### src/rtl/sobel_ctrl_if.sv
// Datapath-side bus of sobel_ctrl: source-memory read port, 3x3 window to sobel_calc,
// sobel_calc result return, and result-memory write port.
interface sobel_ctrl_if #(
   parameter int unsigned ADDR_W = 12
);
   logic              rd_en_o;
   logic [ADDR_W-1:0] rd_addr_o;
   logic [7:0]        rd_data_i;
   logic [7:0]        win_d0_o, win_d1_o, win_d2_o;
   logic [7:0]        win_d3_o, win_d4_o, win_d5_o;
   logic [7:0]        win_d6_o, win_d7_o, win_d8_o;
   logic              win_valid_o;
   logic [7:0]        calc_pix_i;
   logic              calc_valid_i;
   logic              wr_en_o;
   logic [ADDR_W-1:0] wr_addr_o;
   logic [7:0]        wr_data_o;

   modport master (
      output rd_en_o, rd_addr_o,
      output win_d0_o, win_d1_o, win_d2_o, win_d3_o, win_d4_o, win_d5_o,
      output win_d6_o, win_d7_o, win_d8_o, win_valid_o,
      output wr_en_o, wr_addr_o, wr_data_o,
      input  rd_data_i, calc_pix_i, calc_valid_i
   );

   modport slave (
      input  rd_en_o, rd_addr_o,
      input  win_d0_o, win_d1_o, win_d2_o, win_d3_o, win_d4_o, win_d5_o,
      input  win_d6_o, win_d7_o, win_d8_o, win_valid_o,
      input  wr_en_o, wr_addr_o, wr_data_o,
      output rd_data_i, calc_pix_i, calc_valid_i
   );
endinterface

### src/rtl/sobel_ctrl.sv
// Frame sequencer for sobel_calc: raster-reads the source frame, builds 3x3 windows from two
// line buffers, and writes results back. Define SOBEL_CTRL_PERF_EN to add the cyc_cnt_o counter.
module sobel_ctrl #(
   parameter int unsigned IMG_W    = 64,
   parameter int unsigned IMG_H    = 64,
   parameter int unsigned ADDR_W   = 12,
   parameter int unsigned CALC_LAT = 4
) (
   input  logic        clk,
   input  logic        rst,
   input  logic        start_i,
   output logic        busy_o,
   output logic        done_o,
`ifdef SOBEL_CTRL_PERF_EN
   output logic [31:0] cyc_cnt_o,
`endif
   sobel_ctrl_if.master bus
);

   localparam int unsigned CW   = $clog2(IMG_W);
   localparam int unsigned RW   = $clog2(IMG_H);
   localparam int unsigned NPix = IMG_W * IMG_H;
   localparam int unsigned NOut = (IMG_W - 2) * (IMG_H - 2);

   typedef enum logic [1:0] {StIdle, StRead, StDrain, StDone} state_e;

   state_e            state_q, state_d;
   logic [ADDR_W-1:0] rd_addr_q, wr_cnt_q, wr_addr_q;
   logic [CW-1:0]     col_q, arr_col_q;
   logic [RW-1:0]     row_q, arr_row_q;
   logic              arr_vld_q, win_valid_q, wr_en_q;
   logic [7:0]        wr_data_q;
   logic [7:0]        lb0_q [IMG_W];
   logic [7:0]        lb1_q [IMG_W];
   logic [2:0][7:0]   c1_q, c2_q, col_new;
   logic [8:0][7:0]   win_q;
   logic              start_acc, last_rd, win_hit;

   // Pipeline timing is set by sobel_calc itself; the write counter closes the frame.
   logic unused_calc_lat;
   assign unused_calc_lat = ^CALC_LAT;

   assign start_acc = (state_q == StIdle) && start_i;
   assign last_rd   = (state_q == StRead) && (rd_addr_q == ADDR_W'(NPix - 1));

   always_comb begin
      state_d     = state_q;
      busy_o      = 1'b0;
      done_o      = 1'b0;
      bus.rd_en_o = 1'b0;
      unique case (state_q)
         StIdle:  if (start_i) state_d = StRead;
         StRead: begin
            busy_o      = 1'b1;
            bus.rd_en_o = 1'b1;
            if (last_rd) state_d = StDrain;
         end
         StDrain: begin
            busy_o = 1'b1;
            if (wr_cnt_q == ADDR_W'(NOut)) state_d = StDone;
         end
         StDone: begin
            done_o  = 1'b1;
            state_d = StIdle;
         end
         default: state_d = StIdle;
      endcase
   end

   always_ff @(posedge clk) begin
      if (!rst) state_q <= StIdle;
      else      state_q <= state_d;
   end

   // Read-side raster counters; all return to zero after the last read.
   always_ff @(posedge clk) begin
      if (!rst) begin
         rd_addr_q <= '0;
         col_q     <= '0;
         row_q     <= '0;
      end else if (state_q == StRead) begin
         if (last_rd) begin
            rd_addr_q <= '0;
            col_q     <= '0;
            row_q     <= '0;
         end else begin
            rd_addr_q <= rd_addr_q + 1'b1;
            if (col_q == CW'(IMG_W - 1)) begin
               col_q <= '0;
               row_q <= row_q + 1'b1;
            end else begin
               col_q <= col_q + 1'b1;
            end
         end
      end
   end

   always_ff @(posedge clk) begin
      if (!rst) begin
         arr_vld_q <= 1'b0;
         arr_col_q <= '0;
         arr_row_q <= '0;
      end else begin
         arr_vld_q <= bus.rd_en_o;
         arr_col_q <= col_q;
         arr_row_q <= row_q;
      end
   end

   // Index 0 = row r-2 (line buffer 1), 1 = row r-1 (line buffer 0), 2 = row r (memory).
   assign col_new = {bus.rd_data_i, lb0_q[arr_col_q], lb1_q[arr_col_q]};
   assign win_hit = arr_vld_q && (arr_row_q >= RW'(2)) && (arr_col_q >= CW'(2));

   always_ff @(posedge clk) begin
      if (arr_vld_q) begin
         lb0_q[arr_col_q] <= bus.rd_data_i;
         lb1_q[arr_col_q] <= lb0_q[arr_col_q];
      end
   end

   always_ff @(posedge clk) begin
      if (!rst) begin
         c1_q        <= '0;
         c2_q        <= '0;
         win_q       <= '0;
         win_valid_q <= 1'b0;
      end else begin
         win_valid_q <= win_hit;
         if (arr_vld_q) begin
            c1_q <= col_new;
            c2_q <= c1_q;
         end
         if (win_hit) begin
            win_q <= {col_new[2], c1_q[2], c2_q[2],
                      col_new[1], c1_q[1], c2_q[1],
                      col_new[0], c1_q[0], c2_q[0]};
         end
      end
   end

   always_ff @(posedge clk) begin
      if (!rst) begin
         wr_en_q   <= 1'b0;
         wr_addr_q <= '0;
         wr_data_q <= '0;
         wr_cnt_q  <= '0;
      end else begin
         wr_en_q <= 1'b0;
         if (start_acc) begin
            wr_cnt_q <= '0;
         end else if (bus.calc_valid_i && busy_o) begin
            wr_en_q   <= 1'b1;
            wr_addr_q <= wr_cnt_q;
            wr_data_q <= bus.calc_pix_i;
            wr_cnt_q  <= wr_cnt_q + 1'b1;
         end
      end
   end

`ifdef SOBEL_CTRL_PERF_EN
   logic [31:0] cyc_q;
   always_ff @(posedge clk) begin
      if (!rst)          cyc_q <= '0;
      else if (start_acc) cyc_q <= '0;
      else if (busy_o)    cyc_q <= cyc_q + 32'd1;
   end
   assign cyc_cnt_o = cyc_q;
`endif

   assign bus.rd_addr_o   = rd_addr_q;
   assign bus.win_d0_o    = win_q[0];
   assign bus.win_d1_o    = win_q[1];
   assign bus.win_d2_o    = win_q[2];
   assign bus.win_d3_o    = win_q[3];
   assign bus.win_d4_o    = win_q[4];
   assign bus.win_d5_o    = win_q[5];
   assign bus.win_d6_o    = win_q[6];
   assign bus.win_d7_o    = win_q[7];
   assign bus.win_d8_o    = win_q[8];
   assign bus.win_valid_o = win_valid_q;
   assign bus.wr_en_o     = wr_en_q;
   assign bus.wr_addr_o   = wr_addr_q;
   assign bus.wr_data_o   = wr_data_q;

endmodule

### src/flat_wrapper.sv
// flat-port wrapper written by rule: the top's interface ports become plain ports
module sobel_ctrl_flat 
#(
   parameter int unsigned IMG_W    = 64,
   parameter int unsigned IMG_H    = 64,
   parameter int unsigned ADDR_W   = 12,
   parameter int unsigned CALC_LAT = 4
)
  (clk, rst, start_i, busy_o, done_o, bus_rd_en_o, bus_rd_addr_o, bus_win_d0_o, bus_win_d1_o, bus_win_d2_o, bus_win_d3_o, bus_win_d4_o, bus_win_d5_o, bus_win_d6_o, bus_win_d7_o, bus_win_d8_o, bus_win_valid_o, bus_wr_en_o, bus_wr_addr_o, bus_wr_data_o, bus_rd_data_i, bus_calc_pix_i, bus_calc_valid_i);
  sobel_ctrl_if #(.ADDR_W(ADDR_W)) bus_i ();
  input  logic clk;
  input  logic rst;
  input  logic start_i;
  output logic busy_o;
  output logic done_o;
  output wire logic [$bits(bus_i.rd_en_o)-1:0] bus_rd_en_o;
  output wire logic [$bits(bus_i.rd_addr_o)-1:0] bus_rd_addr_o;
  output wire logic [$bits(bus_i.win_d0_o)-1:0] bus_win_d0_o;
  output wire logic [$bits(bus_i.win_d1_o)-1:0] bus_win_d1_o;
  output wire logic [$bits(bus_i.win_d2_o)-1:0] bus_win_d2_o;
  output wire logic [$bits(bus_i.win_d3_o)-1:0] bus_win_d3_o;
  output wire logic [$bits(bus_i.win_d4_o)-1:0] bus_win_d4_o;
  output wire logic [$bits(bus_i.win_d5_o)-1:0] bus_win_d5_o;
  output wire logic [$bits(bus_i.win_d6_o)-1:0] bus_win_d6_o;
  output wire logic [$bits(bus_i.win_d7_o)-1:0] bus_win_d7_o;
  output wire logic [$bits(bus_i.win_d8_o)-1:0] bus_win_d8_o;
  output wire logic [$bits(bus_i.win_valid_o)-1:0] bus_win_valid_o;
  output wire logic [$bits(bus_i.wr_en_o)-1:0] bus_wr_en_o;
  output wire logic [$bits(bus_i.wr_addr_o)-1:0] bus_wr_addr_o;
  output wire logic [$bits(bus_i.wr_data_o)-1:0] bus_wr_data_o;
  input wire logic [$bits(bus_i.rd_data_i)-1:0] bus_rd_data_i;
  input wire logic [$bits(bus_i.calc_pix_i)-1:0] bus_calc_pix_i;
  input wire logic [$bits(bus_i.calc_valid_i)-1:0] bus_calc_valid_i;
  assign bus_rd_en_o = bus_i.rd_en_o;
  assign bus_rd_addr_o = bus_i.rd_addr_o;
  assign bus_win_d0_o = bus_i.win_d0_o;
  assign bus_win_d1_o = bus_i.win_d1_o;
  assign bus_win_d2_o = bus_i.win_d2_o;
  assign bus_win_d3_o = bus_i.win_d3_o;
  assign bus_win_d4_o = bus_i.win_d4_o;
  assign bus_win_d5_o = bus_i.win_d5_o;
  assign bus_win_d6_o = bus_i.win_d6_o;
  assign bus_win_d7_o = bus_i.win_d7_o;
  assign bus_win_d8_o = bus_i.win_d8_o;
  assign bus_win_valid_o = bus_i.win_valid_o;
  assign bus_wr_en_o = bus_i.wr_en_o;
  assign bus_wr_addr_o = bus_i.wr_addr_o;
  assign bus_wr_data_o = bus_i.wr_data_o;
  assign bus_i.rd_data_i = bus_rd_data_i;
  assign bus_i.calc_pix_i = bus_calc_pix_i;
  assign bus_i.calc_valid_i = bus_calc_valid_i;
  sobel_ctrl #(.IMG_W(IMG_W), .IMG_H(IMG_H), .ADDR_W(ADDR_W), .CALC_LAT(CALC_LAT)) u_core (.clk(clk), .rst(rst), .start_i(start_i), .busy_o(busy_o), .done_o(done_o), .bus(bus_i));
endmodule
### config.mk
export PLATFORM = sky130hd
export DESIGN_NAME = sobel_ctrl_flat
export DESIGN_NICKNAME = d
export VERILOG_FILES = /design/src/rtl/sobel_ctrl_if.sv /design/src/rtl/sobel_ctrl.sv /design/src/flat_wrapper.sv
export SDC_FILE = /design/constraint.sdc
export NUM_CORES = 1
export LEC_CHECK = 0
export BUFFER_PORTS_ARGS = -buffer_cell sky130_fd_sc_hd__buf_2
export CAP_MARGIN = 30
export CORE_MARGIN = 2
export CORE_UTILIZATION = 55
export DETAILED_ROUTE_END_ITERATION = 10
export PLACE_DENSITY = 0.77
export SYNTH_ARGS = -nofsm -noshare
export SYNTH_HDL_FRONTEND = slang
export SYNTH_SLANG_ARGS = --single-unit
### constraint.sdc
create_clock -name clk -period 3.58 [get_ports clk]
set_input_delay 0.716 -clock clk [delete_from_list [all_inputs] [get_ports clk]]
set_output_delay 0.716 -clock clk [all_outputs]
set_load 0.01 [all_outputs]
; ---- Yosys cells after proc, flatten, opt, wreduce, memory -nomap -nowiden
; Memory sizes are Yosys's and may differ from the RTL's. A register that Yosys moved wholly into a read port is not among the register bits.
; Index checks and enable logic that the tools add are counted.
[op_classes]
n_addsub = 4
n_lt_le_gt_ge = 2
eq_ne = 9
muxes = 17
bitwise_logic = 2
reduce_logical = 12
[op_table]
columns = cell, count
row1 = $mux W6, 6
row2 = $add A12 B1 Y12 const B, 2
row3 = $eq A12 B12 Y1 const B, 2
row4 = $add A6 B1 Y6 const B, 2
row5 = $ge A6 B2 Y1 const B, 2
row6 = $mux W12, 1
row7 = $pmux W2 S4, 1
row8 = $eq A6 B6 Y1 const B, 1
row9 = $mux W1, 6
row10 = $mux W2, 3
row11 = $logic_and A1 B1 Y1, 5
row12 = $eq A2 B2 Y1 const B, 2
row13 = $ne A2 B1 Y1 const B, 2
row14 = $reduce_and A2 Y1, 2
row15 = $reduce_or A2 Y1, 2
row16 = $reduce_and A3 Y1, 1
row17 = $eq A2 B1 Y1 const B, 1
row18 = $logic_not A2 Y1, 1
row19 = $ne A2 B2 Y1 const B, 1
row20 = $not A1 Y1, 2
row21 = $reduce_bool A2 Y1, 1
[totals]
ff_bits = 193
mem_bits_rw = 1024
input_bits = 20
out_inout_bits = 109
wordCells = 75
n_memories = 2
[mem_list]
columns = name, depth, width, read_ports, rd_ports_with_merged_regs, write_ports, line_no
row1 = u_core.lb0_q, 64, 8, 1, 1, 1, sobel_ctrl.sv:33  ; logic [7:0] lb0_q [IMG_W];
row2 = u_core.lb1_q, 64, 8, 1, 1, 1, sobel_ctrl.sv:34  ; logic [7:0] lb1_q [IMG_W];

; ---- Depth between registers and ports, before layout
[depth]
ltp_word = 5
depth_mapped = 12

; ---- Least setup slack after synthesis
; Ideal clock, no wire load.
[synth_timing]
kind = flip-flop to flip-flop
from = register, netlist name u_core.arr_col_q[1]
to = memory u_core.lb1_q[0][1], data pin
setup_ns = 0.517
arrival_ns = 2.783
required_ns = 3.063
setup_slack_ns = 0.280
stages_incl_launch_ff = 11
synth_period_minus_slack_ns = 3.300
path_cell_list = dfxtp_1 buf_6 buf_6 buf_2 buf_2 mux2i_1 o22ai_1 a21oi_1 o21ai_0 a2111oi_1 nand2_1
[synth_rtl]
columns = item, line_no
row1 = to (decl), sobel_ctrl.sv:34

==> run metrics <==
outcome complete, but fails checks; failing checks negative setup slack; worst hold path type input pin to flip-flop; CP Max Fanout 29; Synth top area share 0.651; # clock sinks ~1200; dpl ws -0.305 ns; Placer Congestion 0.966; initial antenna violation count 6; Worst Tran Pin Value 1.04 ns; TritonRoute pass-1 iters 7; core area 85100 um2; top cells by area, synth edfxtp_1 (65%), dfxtp_1 (8.1%), mux2i_1 (3.7%), mux4_2 (2.8%), nand2_1 (1.9%); fin crit period approximately 3.6 ns; htree depth 3; Post-layout nets 3334; Die Wd 297 um; fin crit share 1.00; Routed Antenna Nets 0; dpl cells between 4000 and 5000; fin. max-slew vios 0; P_leak ~18 nW; required time of the critical path 4.11 ns; most frequent cells in the layout edfxtp_1 (1024), buf_4 (244), nand2_1 (236), dfxtp_1 (188), mux2i_1 (173); Reg clk slew, reported paths 0.07 ns; DIE HEIGHT roughly 300 um; Post-Route Utilization 0.644; Cell Rows 107; IO Pins roughly 130; Post-synth EDFFs 1024; Layout Cells excl Fill 4547; initial core utilization 0.554; sequential-to-total area share from yosys stat 0.733; Primary FF master, synth edfxtp_1; clock buffer count from CTS 114; antenna cells 0; Crit. End Element flip-flop; most common cell after layout, fill and taps aside edfxtp_1; setup TNS -0.000207 ns; vias post-DR 30000; RSZ-0062 raised after global routing no; die area 88200 um2; VDD IR max approximately 0.5 mV; Arr. time, crit path approximately 4.1 ns; ys async rst share 0; # port buffers 128; synthesized flop and latch total ~1200; Setup CP Type flip-flop to flip-flop; CP Launch Type flip-flop; TritonCTS clock tree done; Vias per Instance 6.60; final worst setup slack -0.000207 ns; CTS root buf clkbuf_16; count of final setup violators 1; Synth cell types 83; largest net degree at the start of global routing 80; gr usage total 0.314; mapped cell area 47200 um2; Clock Skew 0.0682 ns; GR Overflow Total 0; Synth Instances between 2000 and 3000; Avg Synthesized Cell Area 15.8 um2; DRC Markers 0; WL final between 100000 and 150000 um; CTS Buffer Depth 3; slew margin rel. 0.305; syn_nets 3016; Post-CTS Hold Buffers 0; biggest area consumer among synthesized cells edfxtp_1; dpl hpwl 89000 um; global-route wire length before repair just over 200000 um; WL per Instance 30.9 um; Cell Pwr Density approximately 590 nW/um2; Post-Place Cell Area 50900 um2; Initial DRC Count 4789; fin area roughly 55000 um2; Max Freq 0.279 GHz; number of global-route vias before repair 29100; layout cells sized above 1 0.207; synth warn 0; worst skew pair latency 0.70 ns; Area Overhead vs Synth 16.1%; hold violation total from the final report 0; Max-Cap Viols 0
-- power breakdown --
| group | total [mW] | leakage (nW) | internal, mW | switching [mW] |
|---|---|---|---|---|
| Clock | 12.3 | 1.86 | 7.08 | 5.22 |
| Sequential | 16.2 | 10.8 | 16.0 | 0.158 |
| Combinational | 4.00 | 5.43 | 1.34 | 2.66 |
-- per-layer routing --
layer / track usage / vias to the layer above / wire, um
met5: 0 / - / 37
met4: 0.140 / 6 / 6700
met3: 0.0987 / 411 / 20300
met2: 0.475 / 2396 / 62900
met1: 0.419 / 14900 / 50300
li1: - / 12300 / -
-- synthesized netlist by cell type (all sizes together) (12+ instances only) --
| cell | n |
|---|---|
| a21boi | 83 |
| mux4 | 58 |
| nand3 | 33 |
| dfxtp | 192 |
| a211oi | 13 |
| and2 | 25 |
| nor2b | 50 |
| a22o | 42 |
| buf | 105 |
| a221o | 35 |
| o22ai | 73 |
| nand4 | 12 |
| xor2 | 16 |
| nand2 | 237 |
| nand2b | 19 |
| nand3b | 14 |
| mux2 | 65 |
| a22oi | 55 |
| clkbuf | 104 |
| a31oi | 34 |
| nor2 | 123 |
| a221oi | 69 |
| edfxtp | 1024 |
| mux2i | 173 |
| o22a | 12 |
| inv | 20 |
| o21ai | 77 |
| a21oi | 64 |
-- what timing repair did --
item | CTS | global route
cloned | 0 | 0
setup buffers | 1 | 4
pin swaps | 0 | 1
resized for setup | 5 | 3
setup endpoints to repair | 135 | 266
-- final cells by class --
| type | instances | area (um2) |
|---|---|---|
| clock inverters | 60 | 674 |
| clock buffers | 155 | 3140 |
| inverters | 20 | 75.1 |
| flip-flops and latches | 1216 | 34600 |
| fillers | 5839 | 30300 |
| repair buffers | 411 | 3270 |
| well taps | 1144 | 1430 |
| multi-input cells | 1541 | 11600 |
-- critical path: stages, from the launching register on --
cell	delay, ns
dfxtp_4	0.60
buf_12	0.23
buf_12	0.22
or2_2	0.27
buf_12	0.18
buf_4	0.22
nor2_1	0.07
a21oi_1	0.12
a21oi_1	0.26
a2111oi_1	0.81
buf_4	0.29
a31oi_1	0.09
-- worst paths after layout --
| kind | startpoint | end | slack, ns | cells past startpoint |
|---|---|---|---|---|
| setup reg to reg | u_core.arr_col_q[1] | u_core.c1_q[2] | -0.0002 | 11 |
| hold reg to reg | u_core.bus.win_d6_o[0] | u_core.bus.win_d6_o[0] | 0.46 | 2 |
| setup / recovery | u_core.arr_col_q[1] | u_core.c1_q[2] | -0.0002 | 11 |
| hold / removal | bus_calc_pix_i[0] | u_core.bus.wr_data_o[0] | 0.25 | 3 |
-- stage by stage --
| stage | hold WS, ns | power (mW) |
|---|---|---|
| 3_3_place_gp | 0.436 | 20.2 |
| 2_1_floorplan | 0.430 | 18.4 |
| 3_5_place_dp | 0.444 | 20.3 |
| 6_report | 0.254 | 32.5 |
| 5_1_grt | 0.248 | 33.2 |
| 4_1_cts | 0.214 | 32.4 |
-- cells by family after synthesis --
kind of cell | count (synthesis) | share of synthesized area
compound gates | 624 | 0.0968
xor+xnor | 26 | 0.00482
fa+ha+maj | 10 | 0.00265
buf+inv | 229 | 0.0232
flops | 1216 | 0.733
mux | 296 | 0.0799
simple gates | 585 | 0.0599
-- sequential cells by signal, indices dropped and copies added (netlist names), 12 cells and up --
register	count
u_core.c1_q	24
u_core.bus.rd_addr_o	12
u_core.lb0_q	512
u_core.c2_q	24
u_core.bus.wr_addr_o	12
u_core.lb1_q	512
u_core.wr_cnt_q	12
Power figures use the tool's default switching activity.
